File: config.mk
export PLATFORM = sky130hd
export DESIGN_NAME = exec_issue_flat
export DESIGN_NICKNAME = d
export VERILOG_FILES = /design/src/rtl/exec_issue_if.sv /design/src/rtl/exec_issue.sv /design/src/flat_wrapper.sv
export SDC_FILE = /design/constraint.sdc
export NUM_CORES = 1
export LEC_CHECK = 0
export ABC_CLOCK_PERIOD_IN_PS = 3800
export CAP_MARGIN = 15
export CORE_MARGIN = 1
export CORE_UTILIZATION = 36
export DETAILED_ROUTE_END_ITERATION = 10
export GPL_TIMING_DRIVEN = 0
export MAX_ROUTING_LAYER = met4
export PLACE_DENSITY = 0.6
export SYNTH_ARGS = -nofsm -noshare
export SYNTH_HDL_FRONTEND = slang
export SYNTH_SLANG_ARGS = --single-unit
File: constraint.sdc
create_clock -name clk -period 3.8 [get_ports clk]
set_clock_uncertainty 0.05 [all_clocks]
set_input_delay 0.38 -clock clk [delete_from_list [all_inputs] [get_ports clk]]
set_output_delay 0.38 -clock clk [all_outputs]
set_load 0.005 [all_outputs]
File: src/rtl/exec_issue_if.sv
// exec_issue_if: groups the fetch-side and memory-side handshake signals of exec_issue.
//   Fetch side : instruction_data_i/addr_i/valid_i in; dequeue_o, restart_o, restart_addr_o out.
//   Memory side: load_store_valid_o, store_en_o, load_store_addr_o, store_data_o out;
//                load_data_i, load_data_valid_i in.
// Suffixes are named from the point of view of exec_issue.
//   slave  : used by exec_issue.
//   master : used by whatever drives it (fetch FIFO / memory model / testbench).
interface exec_issue_if #(
  parameter int I_WIDTH = 17,
  parameter int A_WIDTH = 10
);
  logic [I_WIDTH-1:0] instruction_data_i;
  logic [A_WIDTH-1:0] instruction_addr_i;
  logic               instruction_valid_i;
  logic               dequeue_o;
  logic               restart_o;
  logic [A_WIDTH-1:0] restart_addr_o;
  logic               load_store_valid_o;
  logic               store_en_o;
  logic [A_WIDTH-1:0] load_store_addr_o;
  logic [I_WIDTH-1:0] store_data_o;
  logic [I_WIDTH-1:0] load_data_i;
  logic               load_data_valid_i;

  modport slave (
    input  instruction_data_i, instruction_addr_i, instruction_valid_i,
    input  load_data_i, load_data_valid_i,
    output dequeue_o, restart_o, restart_addr_o,
    output load_store_valid_o, store_en_o, load_store_addr_o, store_data_o
  );

  modport master (
    output instruction_data_i, instruction_addr_i, instruction_valid_i,
    output load_data_i, load_data_valid_i,
    input  dequeue_o, restart_o, restart_addr_o,
    input  load_store_valid_o, store_en_o, load_store_addr_o, store_data_o
  );
endinterface

File: src/rtl/exec_issue.sv
// exec_issue: in-order single-accumulator execute stage sitting behind a fetch FIFO.
// Retires one instruction per dequeue, resolves branches against the fetch-side
// prediction bit, issues single-beat load/store requests and redirects fetch on
// mispredict (one restart pulse followed by FLUSH_CYCLES dead cycles).
// Ports:
//   clk, reset        : single clock, synchronous active-high reset.
//   bus (slave)       : fetch and memory handshakes, see exec_issue_if.
//   acc_o             : accumulator.
//   halted_o          : 1 while parked in HALT.
//   retire_count_o    : retired instruction count, wraps at 2^16.
//
// state    | meaning
// ---------+--------------------------------------------------------------
// EXEC     | dequeue and execute the FIFO head when valid
// MEM_REQ  | one-cycle load/store strobe on the memory bus
// MEM_WAIT | load issued, waiting for load_data_valid_i
// RESTART  | one-cycle restart_o pulse to fetch
// FLUSH    | FLUSH_CYCLES dead cycles while fetch refills
// HALT     | parked until reset
module exec_issue #(
  parameter int I_WIDTH      = 17,
  parameter int A_WIDTH      = 10,
  parameter int FLUSH_CYCLES = 2
) (
  input  logic               clk,
  input  logic               reset,
  exec_issue_if.slave        bus,
  output logic [I_WIDTH-1:0] acc_o,
  output logic               halted_o,
  output logic [15:0]        retire_count_o
);

  typedef enum logic [2:0] {
    S_EXEC     = 3'd0,
    S_MEM_REQ  = 3'd1,
    S_MEM_WAIT = 3'd2,
    S_RESTART  = 3'd3,
    S_FLUSH    = 3'd4,
    S_HALT     = 3'd5
  } state_t;

  localparam logic [2:0] OP_NOP  = 3'b000;
  localparam logic [2:0] OP_ADDI = 3'b001;
  localparam logic [2:0] OP_LD   = 3'b010;
  localparam logic [2:0] OP_ST   = 3'b011;
  localparam logic [2:0] OP_BZ   = 3'b100;
  localparam logic [2:0] OP_BNZ  = 3'b101;
  localparam logic [2:0] OP_HALT = 3'b110;

  localparam int FC_W = (FLUSH_CYCLES > 1) ? $clog2(FLUSH_CYCLES) : 1;

  state_t             state_q, state_d;
  logic [I_WIDTH-1:0] acc_q, acc_d;
  logic [15:0]        retire_q, retire_d;
  logic [A_WIDTH-1:0] restart_addr_q, restart_addr_d;
  logic [A_WIDTH-1:0] ls_addr_q, ls_addr_d;
  logic               is_store_q, is_store_d;
  logic [FC_W-1:0]    flush_cnt_q, flush_cnt_d;

  // Instruction fields
  logic               pred_taken;
  logic [2:0]         opcode;
  logic [9:0]         imm10;
  logic [4:0]         off5;
  logic [I_WIDTH-1:0] imm_sext;
  logic [A_WIDTH-1:0] off_sext;
  logic [A_WIDTH-1:0] br_target;
  logic [A_WIDTH-1:0] fall_through;
  logic               acc_zero;
  logic               dequeue;
  logic               unused_fields;

  assign pred_taken    = bus.instruction_data_i[16];
  assign opcode        = bus.instruction_data_i[15:13];
  assign imm10         = bus.instruction_data_i[9:0];
  assign off5          = bus.instruction_data_i[4:0];
  assign unused_fields = ^bus.instruction_data_i[12:10];

  assign imm_sext     = {{(I_WIDTH-10){imm10[9]}}, imm10};
  assign off_sext     = {{(A_WIDTH-5){off5[4]}}, off5};
  assign br_target    = bus.instruction_addr_i + off_sext;
  assign fall_through = bus.instruction_addr_i + A_WIDTH'(1);
  assign acc_zero     = (acc_q == '0);

  // Reset wins over a valid head so nothing is popped in the reset cycle.
  assign dequeue = (state_q == S_EXEC) && bus.instruction_valid_i && !reset;

  always_ff @(posedge clk) begin
    if (reset) begin
      state_q        <= S_EXEC;
      acc_q          <= '0;
      retire_q       <= '0;
      restart_addr_q <= '0;
      ls_addr_q      <= '0;
      is_store_q     <= 1'b0;
      flush_cnt_q    <= '0;
    end else begin
      state_q        <= state_d;
      acc_q          <= acc_d;
      retire_q       <= retire_d;
      restart_addr_q <= restart_addr_d;
      ls_addr_q      <= ls_addr_d;
      is_store_q     <= is_store_d;
      flush_cnt_q    <= flush_cnt_d;
    end
  end

  always_comb begin
    logic taken;
    state_d        = state_q;
    acc_d          = acc_q;
    retire_d       = retire_q;
    restart_addr_d = restart_addr_q;
    ls_addr_d      = ls_addr_q;
    is_store_d     = is_store_q;
    flush_cnt_d    = flush_cnt_q;
    taken          = 1'b0;

    unique case (state_q)
      S_EXEC: begin
        if (dequeue) begin
          // LD is the only instruction that retires later, on data capture.
          if (opcode != OP_LD) retire_d = retire_q + 16'd1;
          case (opcode)
            OP_ADDI: acc_d = acc_q + imm_sext;
            OP_LD, OP_ST: begin
              ls_addr_d  = A_WIDTH'(imm10);
              is_store_d = (opcode == OP_ST);
              state_d    = S_MEM_REQ;
            end
            OP_BZ, OP_BNZ: begin
              taken = (opcode == OP_BZ) ? acc_zero : !acc_zero;
              if (taken != pred_taken) begin
                restart_addr_d = taken ? br_target : fall_through;
                state_d        = S_RESTART;
              end
            end
            OP_HALT: state_d = S_HALT;
            default: ;
          endcase
        end
      end
      S_MEM_REQ: state_d = is_store_q ? S_EXEC : S_MEM_WAIT;
      S_MEM_WAIT: begin
        if (bus.load_data_valid_i) begin
          acc_d    = bus.load_data_i;
          retire_d = retire_q + 16'd1;
          state_d  = S_EXEC;
        end
      end
      S_RESTART: begin
        if (FLUSH_CYCLES == 0) begin
          state_d = S_EXEC;
        end else begin
          flush_cnt_d = FC_W'(FLUSH_CYCLES - 1);
          state_d     = S_FLUSH;
        end
      end
      S_FLUSH: begin
        if (flush_cnt_q == '0) state_d = S_EXEC;
        else flush_cnt_d = flush_cnt_q - FC_W'(1);
      end
      S_HALT: state_d = S_HALT;
      default: state_d = S_EXEC;
    endcase
  end

  assign bus.dequeue_o          = dequeue;
  assign bus.restart_o          = (state_q == S_RESTART);
  assign bus.restart_addr_o     = restart_addr_q;
  assign bus.load_store_valid_o = (state_q == S_MEM_REQ);
  assign bus.store_en_o         = (state_q == S_MEM_REQ) && is_store_q;
  assign bus.load_store_addr_o  = ls_addr_q;
  assign bus.store_data_o       = acc_q;

  assign acc_o          = acc_q;
  assign halted_o       = (state_q == S_HALT);
  assign retire_count_o = retire_q;

endmodule

File: src/flat_wrapper.sv
// flat-port wrapper written by rule: the top's interface ports become plain ports
module exec_issue_flat 
#(
  parameter int I_WIDTH      = 17,
  parameter int A_WIDTH      = 10,
  parameter int FLUSH_CYCLES = 2
)
  (clk, reset, acc_o, halted_o, retire_count_o, bus_instruction_data_i, bus_instruction_addr_i, bus_instruction_valid_i, bus_load_data_i, bus_load_data_valid_i, bus_dequeue_o, bus_restart_o, bus_restart_addr_o, bus_load_store_valid_o, bus_store_en_o, bus_load_store_addr_o, bus_store_data_o);
  exec_issue_if #(.I_WIDTH(I_WIDTH), .A_WIDTH(A_WIDTH)) bus_i ();
  input  logic clk;
  input  logic reset;
  output logic [I_WIDTH-1:0] acc_o;
  output logic halted_o;
  output logic [15:0] retire_count_o;
  input wire logic [$bits(bus_i.instruction_data_i)-1:0] bus_instruction_data_i;
  input wire logic [$bits(bus_i.instruction_addr_i)-1:0] bus_instruction_addr_i;
  input wire logic [$bits(bus_i.instruction_valid_i)-1:0] bus_instruction_valid_i;
  input wire logic [$bits(bus_i.load_data_i)-1:0] bus_load_data_i;
  input wire logic [$bits(bus_i.load_data_valid_i)-1:0] bus_load_data_valid_i;
  output wire logic [$bits(bus_i.dequeue_o)-1:0] bus_dequeue_o;
  output wire logic [$bits(bus_i.restart_o)-1:0] bus_restart_o;
  output wire logic [$bits(bus_i.restart_addr_o)-1:0] bus_restart_addr_o;
  output wire logic [$bits(bus_i.load_store_valid_o)-1:0] bus_load_store_valid_o;
  output wire logic [$bits(bus_i.store_en_o)-1:0] bus_store_en_o;
  output wire logic [$bits(bus_i.load_store_addr_o)-1:0] bus_load_store_addr_o;
  output wire logic [$bits(bus_i.store_data_o)-1:0] bus_store_data_o;
  assign bus_i.instruction_data_i = bus_instruction_data_i;
  assign bus_i.instruction_addr_i = bus_instruction_addr_i;
  assign bus_i.instruction_valid_i = bus_instruction_valid_i;
  assign bus_i.load_data_i = bus_load_data_i;
  assign bus_i.load_data_valid_i = bus_load_data_valid_i;
  assign bus_dequeue_o = bus_i.dequeue_o;
  assign bus_restart_o = bus_i.restart_o;
  assign bus_restart_addr_o = bus_i.restart_addr_o;
  assign bus_load_store_valid_o = bus_i.load_store_valid_o;
  assign bus_store_en_o = bus_i.store_en_o;
  assign bus_load_store_addr_o = bus_i.load_store_addr_o;
  assign bus_store_data_o = bus_i.store_data_o;
  exec_issue #(.I_WIDTH(I_WIDTH), .A_WIDTH(A_WIDTH), .FLUSH_CYCLES(FLUSH_CYCLES)) u_core (.clk(clk), .reset(reset), .bus(bus_i), .acc_o(acc_o), .halted_o(halted_o), .retire_count_o(retire_count_o));
endmodule
# After elaboration in Yosys (flattened, before gate mapping)
# Index checks and enable logic that the tools add are counted.
# classes
n_shift	0
bitwise_logic	0
n_eq_ne	20
n_reduce_logical	16
add_sub_neg	5
magnitude_cmp	0
n_div	0
multipliers	0
mux	19
# op_table
operator	count
17-bit 2-to-1 mux	3
16-bit 2-to-1 mux	3
17-bit case mux with 2 select lines	1
16-bit case mux with 2 select lines	1
3-bit case mux with 6 select lines	1
17-bit adder	1
17-bit logical NOT	1
16-bit by 1-bit adder with 16-bit output, second input constant	1
3-bit == test, second input constant	5
3-bit by 2-bit == test with 1-bit output, second input constant	4
3-bit 2-to-1 mux	4
4-bit AND reduction	3
10-bit by 1-bit adder with 10-bit output, second input constant	1
10-bit adder	1
10-bit 2-to-1 mux	1
2-bit inequality test, second input constant	5
3-bit case mux with 3 select lines	1
3-bit by 1-bit == test with 1-bit output, second input constant	2
5-bit AND reduction	1
4-bit inequality test, second input constant	1
2-bit nonzero test	2
2-bit OR reduction	2
1-bit logical AND	3
3-bit logical NOT	1
9 further kinds	11
# totals
output_inout_bits	75
inputBits	48
ff_bits	58
mem_bits_rw	0
elab_cells	67
latchBits	0
mem_bits_ro	0
mem_count	0

# Logic depth before layout (Yosys ltp)
# Gate-level depths: netlist (run 1).
# depth
word_depth	8
depth_mapped	15
depth_no_buf	15

# Least setup slack after synthesis (run 1)
# Ideal clock, no wire load.
# synth_timing
kind	flip-flop to flip-flop
from	register u_core.acc_q[10], in the netlist u_core.acc_o[10]
to	register u_core.restart_addr_q[9], in the netlist u_core.bus.restart_addr_o[9]
setup_ns	0.062
required_time_ns	3.688
arrival_ns	2.806
stages_incl_launch_ff	15
path_slack_ns	0.883
path_buffers	0
period_less_slack_ns	2.917
cell_sequence	dfxtp_1 > nor4_2 > nand4_2 > nor2_4 > xnor2_1 > nand2_1 > inv_1 > ha_1 > a21o_1 > a21oi_1 > o21a_1 > o211a_1 > a22oi_1 > or4_1 > nand3_1
# synth_between
elab_chain_len	5
word_cells_on_any_way	6
classes_between	eq/ne: 1; mux: 2; reduce/logical: 3
# synth_rtl
element	line	rtl
from (decl)	exec_issue.sv:53	logic [I_WIDTH-1:0] acc_q, acc_d;
from (signal assigned)	exec_issue.sv:91	acc_q <= '0;
from (signal assigned)	exec_issue.sv:99	acc_q <= acc_d;
17-bit logical NOT (*)	exec_issue.sv:83	assign acc_zero = (acc_q == '0);
1-bit logical NOT	exec_issue.sv:132	taken = (opcode == OP_BZ) ? acc_zero : !acc_zero;
1-bit 2-to-1 mux (*)	exec_issue.sv:132	
1-bit inequality test	exec_issue.sv:133	if (taken != pred_taken) begin
4-bit AND reduction (no line)	n/a	
to (signal assigned)	exec_issue.sv:101	restart_addr_q <= restart_addr_d;
to (decl)	exec_issue.sv:55	logic [A_WIDTH-1:0] restart_addr_q, restart_addr_d;
# Mark *: on every way between the ends. The rest lies on a longest branch, timed or not.
# A chain may end at the register's enable or synchronous reset.

# Worst setup path after layout (run 1)
# Same ends and word-level chain as after synthesis.

==> reports/qor.yml, run 1 <==
run_status:
  status: "complete, but fails checks"
  violations: "design-rule violations"
run:
  maxCapViolations: 0
yosys:
  synth_edf_count: 0
  synthFlopType: "dfxtp_1"
  synthAdderAreaFrac_pct: 7.59
  synth-simple-area-share_pct: 27.8
  synthArstFlopShare_pct: 0
  yosys.cell_types.count: 68
  synth.avg_cell_area_um2: 8.14
  yosys_warnings: 0
  synth_seq_area_share_pct: 29.1
  synth-seq-cells: 58
  synth_top_family_by_area: "simple AND/OR/NAND/NOR gates"
  synth_xor_area_share_pct: 6.49
  syn-cell-area_mm2: 0.00399
  synth-compound-area-share_pct: 18.2
  muxShareOfSynthArea_pct: 3.76
  syn_inst: 490
  synth_nets: 561
global_routing:
  grt_overflow: 0
  grtUsageTotal_pct: 22.3
  grt_pass1_wl_um: 19200
  grt_max_degree: 14
  grt_pass1_vias: 3805
  antenna_found_initial: 0
clock_tree:
  cts_resized: 0
  cts_inserted_buffers: 9
  cts_buffer_depth: 2
  clk_pin_slew_ps: 70
  cts_max_level: 3
  postCtsSetupBuffers: 0
  ctsHoldBuffers: 0
  cts_tree: "done"
  cts_root_buffer: "clkbuf_8"
  clk_latency_ps: 340
  clock_sinks: 58
timing:
  setup_slack_ps: 366
  fin_crit_sh_pct: 90.4
  hold_slack_ps: 286
  max_slew.worst_pin.slew_ps: 697
  fin_crit_ps: 3430
  rsz0062_at_grt: "no"
  fmax_mhz: 291
  setup_viol: 0
  setup_tns_ps: 0
  hold_viol: 0
  drv_slew: 0
  slew_headroom_pct: 53.5
routing:
  drtAntennaViolNets: 0
  drc: 1
  highest-signal-layer: "met4"
  drt-initial-drc-count: 187
  dr.pass1.iters: 9
  via_count: 3971
  via_per_inst: 5.20
  wl_met1_um: 5670
  wl_met3_um: 567
  wl_met2_um: 5660
  wl_per_cell_um: 15.8
  drt-total-wl_um: 12000
final_layout:
  diodes: 0
  finalNetCount: 690
  instances_no_fill: 763
  seqCellArea_mm2: 0.00116
  fill_cells: 1072
  syn2layout_area_growth_pct: 39.4
  multi_input_area_mm2: 0.00255
  drive_gt1_share_pct: 9.15
power:
  comb_power_share_pct: 32.6
  p_clk_share_pct: 32.9
  p_int_mw: 1.32
  switching_share_pct: 32.4
  p_per_area_mw_per_mm2: 352
  p_switching_mw: 0.634
  p_leak_nw: 2.16
  peakVddDrop_mv: 0.209
  seq_power_share_pct: 34.6
setup_path:
  worstPathArrival_ps: 3660
  timing.rr.start: "u_core.acc_o[10]"
  r2r_setup_slack_ps: 370
  reg2reg_depth: 14
  crit_path_end_kind: "flip-flop"
  critPathRequiredTime_ps: 4030
  crit_fanout: 5
  reg2reg_to: "u_core.bus.restart_addr_o[9]"
  cp-start-kind: "flip-flop"
  crit_type: "reg2reg"
placed_design:
  placed_cells: 748
  place_ws_ps: 158
  routabilityCongestion: 0.882
  hpwlAfterDp_um: 9230
  io_buffers: 117
die:
  fp.dieH_um: 107
  core_area_mm2: 0.0108
  row_count: 38
  pin_count: 123
  die_w_um: 107
  start_util_pct: 36.8
  dieArea_mm2: 0.0115
worst_hold_path:
  min_to: "u_core.is_store_q"
  hp-start: "bus_instruction_data_i[13]"
  worstHoldPathCells: 3
  hold_class: "in2reg"
-- worst max path at each step --
| stage | start | end |
|---|---|---|
| 5_1_grt | u_core.acc_o[5] | u_core.bus.restart_addr_o[9] |
| 4_1_cts | u_core.acc_o[10] | u_core.bus.restart_addr_o[7] |
| 2_1_floorplan | u_core.acc_o[10] | u_core.bus.restart_addr_o[9] |
| 6_report | u_core.acc_o[10] | u_core.bus.restart_addr_o[9] |
| 3_5_place_dp | bus_instruction_data_i[15] | u_core.bus.restart_addr_o[7] |
| 3_3_place_gp | bus_instruction_data_i[15] | u_core.bus.restart_addr_o[7] |
-- cell families (layout without fill, tap and decap cells) --
kind of cell,Yosys count,count (layout)
buffers and inverters,51,184
XOR/XNOR,28,28
adder cells (fa/ha/maj),23,23
AND/OR/NAND/NOR,210,210
AO/OA/AOI/OAI,105,105
flip-flops,58,58
multiplexers,15,15
-- power groups by stage --
stage | combinational [mW] | sequential (mW) | clock [mW]
finish | 0.638 | 0.677 | 0.643
global route | 0.707 | 0.681 | 0.690
CTS | 0.640 | 0.677 | 0.658
detailed placement | 0.637 | 0.691 | 0
global placement | 0.628 | 0.690 | 0
floorplan | 0.410 | 0.682 | 0
-- worst max-delay path: stages, from the launching register on --
cell     delay, ps
dfxtp_1        370
nor4_2         380
nand4_2        240
nor2_4         180
xnor2_1        230
nand2_1        160
inv_1           80
ha_1           220
a21o_1         180
a21oi_1        210
o21a_1         260
o211a_1        220
a22oi_1        100
or4_1          410
nand3_1         70
-- metrics by stage --
stage	power, mW	utilization [%]	cell area [µm²]
2_1_floorplan	1.09	-	3990
3_3_place_gp	1.32	49.2	5340
3_5_place_dp	1.33	49.3	5340
4_1_cts	1.98	51.3	5560
5_1_grt	2.08	51.3	5560
6_report	1.96	51.3	5560
-- cells in the mapped netlist (2+ instances only) --
| master | number | area, µm² |
|---|---|---|
| o22ai_1 | 2 | 12.5 |
| nor4b_1 | 2 | 17.5 |
| a211oi_1 | 12 | 90.1 |
| o21ai_0 | 20 | 100 |
| nand3b_1 | 4 | 30.0 |
| dfxtp_1 | 58 | 1160 |
| or3_1 | 11 | 68.8 |
| or4_1 | 5 | 37.5 |
| and2_1 | 2 | 12.5 |
| and3_1 | 8 | 50.1 |
| buf_2 | 3 | 15.0 |
| nand4b_1 | 4 | 35.0 |
| nand4_1 | 7 | 43.8 |
| mux2i_1 | 15 | 150 |
| buf_6 | 2 | 22.5 |
| nand2_1 | 48 | 180 |
| o21bai_1 | 3 | 22.5 |
| nor2_1 | 65 | 244 |
| a21oi_1 | 25 | 125 |
| xor2_1 | 10 | 87.6 |
| nor3b_1 | 5 | 37.5 |
| nor3_1 | 13 | 65.1 |
| buf_4 | 18 | 135 |
| nand3_1 | 12 | 60.1 |
| o211ai_1 | 5 | 37.5 |
| o21a_1 | 6 | 45.0 |
| nand2b_1 | 2 | 12.5 |
| nor4_1 | 2 | 12.5 |
| xnor2_1 | 17 | 149 |
| ha_1 | 21 | 263 |
| nor4_2 | 3 | 37.5 |
| fa_1 | 2 | 40.0 |
| a21o_1 | 9 | 67.6 |
| nor2b_1 | 4 | 25.0 |
| clkbuf_1 | 15 | 56.3 |
| a311oi_1 | 7 | 61.3 |
| inv_1 | 12 | 45.0 |
-- sequential cells by signal, indices dropped and copies added, names as in the netlist --
signal,flops
u_core.flush_cnt_q,1
u_core.state_q,3
u_core.bus.load_store_addr_o,10
u_core.is_store_q,1
u_core.bus.restart_addr_o,10
u_core.acc_o,17
u_core.retire_count_o,16
-- placed cells by master (no fill, tap or decap), types with 6 or more instances in the layout --
cell type and n:
inv_1 12, nor3_1 13, or3_1 11, a21oi_1 25, clkbuf_1 15, clkbuf_8 9
mux2i_1 15, nand4_1 7, a211oi_1 12, and3_1 8, ha_1 21, buf_4 19
a21o_1 9, a311oi_1 7, o21a_1 6, xor2_1 10, nor2_1 65, dfxtp_1 58
nand3_1 12, o21ai_0 20, nand2_1 48, clkdlybuf4s50_1 117, xnor2_1 17
-- cell type report --
type / instances / share of cell area [%]
plain buffers: 39 / 4.25
clock buffers: 9 / 2.23
well taps: 140 / 3.15
clock inverters: 6 / 1.67
multi-input cells: 381 / 45.8
repair buffers: 118 / 21.2
inverters: 12 / 0.810
flip-flops and latches: 58 / 20.9
-- metal layers --
layer / GRT usage, % / vias to the layer above
li1: - / 2009
met1: 28.9 / 1852
met2: 34.8 / 97
met3: 4.30 / 13
met4: 7.14 / 0
met5: - / -
No activity file was read; power rests on OpenSTA's default activity.
==> run 2: changes to the inputs <==
--- a/config.mk
+++ b/config.mk
@@ -6,10 +6,10 @@
 export NUM_CORES = 1
 export LEC_CHECK = 0
 export ABC_CLOCK_PERIOD_IN_PS = 3800
-export CAP_MARGIN = 15
 export CORE_MARGIN = 1
 export CORE_UTILIZATION = 36
 export DETAILED_ROUTE_END_ITERATION = 10
+export GPL_ROUTABILITY_DRIVEN = 0
 export GPL_TIMING_DRIVEN = 0
 export MAX_ROUTING_LAYER = met4
 export PLACE_DENSITY = 0.6
==> run 2 against run 1 <==
Compared with the run above:
- the run now ends clean
- via count rose by 1.9%
- combinational power about the same
- sequential share of layout area about the same
- die area unchanged
- design area about the same
- worst hold slack lost 7.3 ps
- sequential cell count is the same
- critical path type unchanged
==> reports/qor.yml, run 2 (synthesis results as in run 1) <==
final_layout:
  finalNetCount: 689  # -0.14%
  final_common_cell: "clkdlybuf4s50_1"
  diodes: 0  # unchanged
  final_area_mm2: 0.00556  # about the same
  layout_common_cells: "117 x clkdlybuf4s50_1, 65 x nor2_1, 58 x dfxtp_1, 48 x nand2_1, 25 x a21oi_1"
  drive_gt1_share_pct: 9.16  # +0.015 points
  largest_reg_flops: 17  # unchanged
  syn2layout_area_growth_pct: 39.3  # about the same
die:
  dieArea_mm2: 0.0115  # unchanged
  fp.dieH_um: 107  # unchanged
  die_w_um: 107  # unchanged
  pin_count: 123  # unchanged
  row_count: 38  # unchanged
  start_util_pct: 36.8  # unchanged
  core_area_mm2: 0.0108  # unchanged
power:
  p_leak_nw: 2.16  # about the same
  total_power_mw: 1.96  # about the same
  peakVddDrop_mv: 0.214  # +2.6%
  p_per_area_mw_per_mm2: 353  # +0.14%
setup_path:
  critical_path.max_stage_delay_ps: 410  # about the same
  timing.rr.start: "u_core.acc_o[5]"
  r2r_setup_slack_ps: 400  # +30 ps
  reg2reg_to: "u_core.bus.restart_addr_o[9]"
  crit_path_end_kind: "flip-flop"
  worst-path-buf-inv: 1  # unchanged
  crit_fanout: 5  # unchanged
  critPathRequiredTime_ps: 4030  # about the same
  cp_top_family: "simple AND/OR/NAND/NOR gates"
  startpoint: "u_core.acc_o[5]"
  endpoint: "u_core.bus.restart_addr_o[9]"
  slowest_stage: "or4_1"
  path_cells: "nor4_2 -> nand4_2 -> nor2_4 -> xnor2_1 -> nand2_1 -> inv_1 -> ha_1 -> a21o_1 -> a21oi_1 -> o21a_1 -> o211a_1 -> a22oi_1 -> or4_1 -> nand3_1"
  worstPathArrival_ps: 3640  # -20 ps
  worst-path-stages: 14  # unchanged
  crit_type: "reg2reg"
  reg2reg_depth: 14  # unchanged
  cp-start-kind: "flip-flop"
clock_tree:
  cts_max_level: 3  # unchanged
  cts_tree: "done"
  clk_latency_ps: 350  # about the same
  clock_sinks: 58  # unchanged
  cts_resized: 0  # unchanged
  cts_inserted_buffers: 9  # unchanged
  clk_pin_slew_ps: 70  # about the same
  postCtsSetupBuffers: 0  # unchanged
  ctsHoldBuffers: 0  # unchanged
  cts_buffer_depth: 2  # unchanged
  cts_root_buffer: "clkbuf_8"
routing:
  via_per_inst: 5.31  # +2.0%
  drtAntennaViolNets: 0  # unchanged
  drt-initial-drc-count: 185  # -1.1%
  dr.pass1.iters: 7  # -2
  wl_per_cell_um: 15.9  # +0.85%
  via_count: 4046  # +1.9%
  drt-total-wl_um: 12100  # +0.71%
  drc: 0  # -1
timing:
  rsz0062_at_grt: "no"
  max_slew.worst_pin.slew_ps: 799  # +102 ps
  setup_viol: 0  # unchanged
  fin_crit_ps: 3400  # -29.4 ps
  slew_headroom_pct: 46.5  # -7.1 points
  drv_slew: 0  # unchanged
  hold_slack_ps: 279  # -7.28 ps
  fmax_mhz: 294  # +0.86%
  fin_crit_sh_pct: 89.6  # -0.77 points
  hold_viol: 0  # unchanged
  setup_tns_ps: 0  # unchanged
global_routing:
  antenna_found_initial: 0  # unchanged
  grt_max_degree: 14  # unchanged
  grtUsageTotal_pct: 22.3  # +0.052 points
  grt_pass1_vias: 3774  # -0.81%
  grt_pass1_wl_um: 19300  # +0.54%
  grt_overflow: 0  # unchanged
placed_design:
  placed_area_mm2: 0.00534  # -0.14%
  io_buffers: 117  # unchanged
  hpwlAfterDp_um: 9210  # -0.25%
run:
  maxCapViolations: 0  # unchanged
worst_hold_path:
  hold_class: "in2reg"
run_status:
  status: "completed"
[run 2: cell count changes in the layout (fill, tap and decap cells not counted)]
cell | previous run | this run
buf_4 | 19 | 18
nor3_2 | 0 | 1
nor3_1 | 13 | 12
[run 2: worst min path at each step]
stage | from | to | slack, ps | cells after the start
after floorplan | u_core.bus.restart_addr_o[2] | u_core.bus.restart_addr_o[2] | 400 | 2
after global placement | u_core.bus.restart_addr_o[3] | u_core.bus.restart_addr_o[3] | 390 | 2
after detailed placement | u_core.bus.restart_addr_o[3] | u_core.bus.restart_addr_o[3] | 400 | 2
after CTS | bus_instruction_data_i[13] | u_core.is_store_q | 270 | 3
after global routing | bus_instruction_data_i[13] | u_core.is_store_q | 320 | 3
final | bus_instruction_data_i[13] | u_core.is_store_q | 280 | 3
[run 2: cell type report]
class / instances / area [µm²]
fill: 1076 / 5280
multi-input combinational: 381 / 2550
timing repair buffer: 117 / 1170
sequential: 58 / 1160
buffer: 39 / 236
tap: 140 / 175
clock buffer: 9 / 124
clock inverter: 6 / 92.6
inverter: 12 / 45.0
[run 2: worst reg2reg max path, stage by stage (launching register included)]
cell     delay, ps
dfxtp_1        380
nor4_2         370
nand4_2        250
nor2_4         190
xnor2_1        210
nand2_1        150
inv_1           70
ha_1           220
a21o_1         180
a21oi_1        210
o21a_1         250
o211a_1        220
a22oi_1        100
or4_1          410
nand3_1         80
[run 2: report_power, final]
| part | switching, mW | internal [mW] | total, mW |
|---|---|---|---|
| sequential | 0.0411 | 0.636 | 0.677 |
| combinational | 0.319 | 0.320 | 0.639 |
| clock | 0.277 | 0.367 | 0.645 |
| total | 0.637 | 1.32 | 1.96 |
[run 2: layer usage]
layer	track usage, %	wire (µm)
met1	29.3	5710
met2	35.7	5730
met3	3.51	643
met4	6.07	41
met5	-	0
[run 2: through the flow]
| step | std cells | utilization [%] | setup WS (ps) |
|---|---|---|---|
| 2_1_floorplan | 490 | - | 883 |
| 3_3_place_gp | 747 | 49.2 | 139 |
| 3_5_place_dp | 747 | 49.2 | 163 |
| 4_1_cts | 762 | 51.2 | 351 |
| 5_1_grt | 762 | 51.3 | 149 |
| 6_report | 762 | 51.3 | 395 |
==> run 3: changes to the inputs <==
--- a/config.mk
+++ b/config.mk
@@ -6,6 +6,7 @@
 export NUM_CORES = 1
 export LEC_CHECK = 0
 export ABC_CLOCK_PERIOD_IN_PS = 3800
+export CAP_MARGIN = 20
 export CORE_MARGIN = 1
 export CORE_UTILIZATION = 36
 export DETAILED_ROUTE_END_ITERATION = 10
==> run 3 against run 2 <==
Compared with the run above:
- the run now ends with design-rule violations left
- final cell count grew 0.13%
- sequential power is essentially flat
- critical path depth is the same
- register-to-register slack lost 30 ps
- clock power is essentially flat
- setup slack lost 29 ps
- largest cell class unchanged
- wire length shrank 0.71%
- maximum frequency shrank 0.86%
- critical endpoint unchanged
==> reports/qor.yml, run 3 (synthesis results as in run 1) <==
run_status:
  status: "complete, but fails checks"
  violations: "design-rule violations"
die:
  start_util_pct: 36.8  # unchanged
  row_count: 38  # unchanged
  die_w_um: 107  # unchanged
  pin_count: 123  # unchanged
  fp.dieH_um: 107  # unchanged
  core_area_mm2: 0.0108  # unchanged
  dieArea_mm2: 0.0115  # unchanged
clock_tree:
  clk_latency_ps: 340  # about the same
  cts_tree: "done"
  clk_pin_slew_ps: 70  # about the same
  cts_max_level: 3  # unchanged
  cts_inserted_buffers: 9  # unchanged
  cts_resized: 0  # unchanged
  ctsHoldBuffers: 0  # unchanged
  clock_sinks: 58  # unchanged
  postCtsSetupBuffers: 0  # unchanged
  cts_root_buffer: "clkbuf_8"
  cts_buffer_depth: 2  # unchanged
placed_design:
  placed_area_mm2: 0.00534  # +0.14%
  io_buffers: 117  # unchanged
  hpwlAfterDp_um: 9230  # +0.25%
  placed_cells: 748  # +0.13%
  place_ws_ps: 158  # -4.58 ps
routing:
  drc: 1  # +1
  drtAntennaViolNets: 0  # unchanged
  wl_per_cell_um: 15.8  # -0.84%
  drt-initial-drc-count: 187  # +1.1%
  dr.pass1.iters: 9  # +2
  via_count: 3971  # -1.9%
  via_per_inst: 5.20  # -2.0%
  drt-total-wl_um: 12000  # -0.71%
timing:
  fin_crit_ps: 3430  # +29.4 ps
  drv_slew: 0  # unchanged
  setup_tns_ps: 0  # unchanged
  rsz0062_at_grt: "no"
  hold_slack_ps: 286  # +7.28 ps
  fmax_mhz: 291  # -0.86%
  max_slew.worst_pin.slew_ps: 697  # -102 ps
  setup_viol: 0  # unchanged
  slew_headroom_pct: 53.5  # +7.1 points
  setup_slack_ps: 366  # -29.4 ps
  hold_viol: 0  # unchanged
  fin_crit_sh_pct: 90.4  # +0.77 points
global_routing:
  antenna_found_initial: 0  # unchanged
  grt_pass1_vias: 3805  # +0.82%
  grt_pass1_wl_um: 19200  # -0.53%
  grt_overflow: 0  # unchanged
  grtUsageTotal_pct: 22.3  # -0.052 points
  grt_max_degree: 14  # unchanged
final_layout:
  layout_common_cells: "117 x clkdlybuf4s50_1, 65 x nor2_1, 58 x dfxtp_1, 48 x nand2_1, 25 x a21oi_1"
  largest_reg_flops: 17  # unchanged
  diodes: 0  # unchanged
  utilization_pct: 51.3  # about the same
  drive_gt1_share_pct: 9.15  # -0.015 points
  final_area_mm2: 0.00556  # about the same
  instances_no_fill: 763  # +0.13%
  fill_cells: 1072  # -0.37%
  finalNetCount: 690  # +0.15%
  syn2layout_area_growth_pct: 39.4  # about the same
  final_common_cell: "clkdlybuf4s50_1"
power:
  p_leak_nw: 2.16  # about the same
  peakVddDrop_mv: 0.209  # -2.6%
  total_power_mw: 1.96  # about the same
  p_per_area_mw_per_mm2: 352  # -0.14%
setup_path:
  cp-start-kind: "flip-flop"
  worstPathArrival_ps: 3660  # +20 ps
  crit_fanout: 5  # unchanged
  crit_type: "reg2reg"
  crit_path_end_kind: "flip-flop"
  critPathRequiredTime_ps: 4030  # about the same
run:
  maxCapViolations: 0  # unchanged
worst_hold_path:
  hold_class: "in2reg"
## run 3: cell types whose count changed in the layout (fill, tap and decap cells not counted)
| cell | previous run | this run |
|---|---|---|
| buf_4 | 18 | 19 |
| nor3_1 | 12 | 13 |
| nor3_2 | 1 | 0 |
## run 3: final cells by class
type                            instances  area [µm²]  area share, %
Buffer                                 39         236           4.25
Clock buffer                            9         124           2.23
Clock inverter                          6        92.6           1.67
Inverter                               12        45.0          0.810
Multi-Input combinational cell        381        2550           45.8
Sequential cell                        58        1160           20.9
Tap cell                              140         175           3.15
Timing Repair Buffer                  118        1180           21.2
## run 3: metal layers
layer  global-route usage, %  part of all wire (%)  wire length [µm]  vias to the layer above
met3                    4.30                   4.7               567                       13
met5                       -                     0                 0                        -
li1                        -                     -                 -                     2009
met2                    34.8                    47              5660                       97
met4                    7.14                   1.2               148                        0
met1                    28.9                    47              5670                     1852
## run 3: critical path, stage by stage, from the launching register on
cell and delay (ps):
dfxtp_1 370, nor4_2 380, nand4_2 240, nor2_4 180, xnor2_1 230, nand2_1 160, inv_1 80, ha_1 220
a21o_1 180, a21oi_1 210, o21a_1 260, o211a_1 220, a22oi_1 100, or4_1 410, nand3_1 70
## run 3: worst paths after layout
kind                                 from                           end  slack [ps]  cells past startpoint
max                      u_core.acc_o[10]  u_core.bus.restart_addr_o[9]         370                     14
min            bus_instruction_data_i[13]             u_core.is_store_q         290                      3
max reg2reg              u_core.acc_o[10]  u_core.bus.restart_addr_o[9]         370                     14
min reg2reg  u_core.bus.restart_addr_o[3]  u_core.bus.restart_addr_o[3]         400                      2
## run 3: power breakdown
| group | total, mW | internal [mW] | switching, mW |
|---|---|---|---|
| Combinational | 0.638 | 0.321 | 0.317 |
| Clock | 0.643 | 0.368 | 0.276 |
| Sequential | 0.677 | 0.636 | 0.0413 |
| Total | 1.96 | 1.32 | 0.634 |
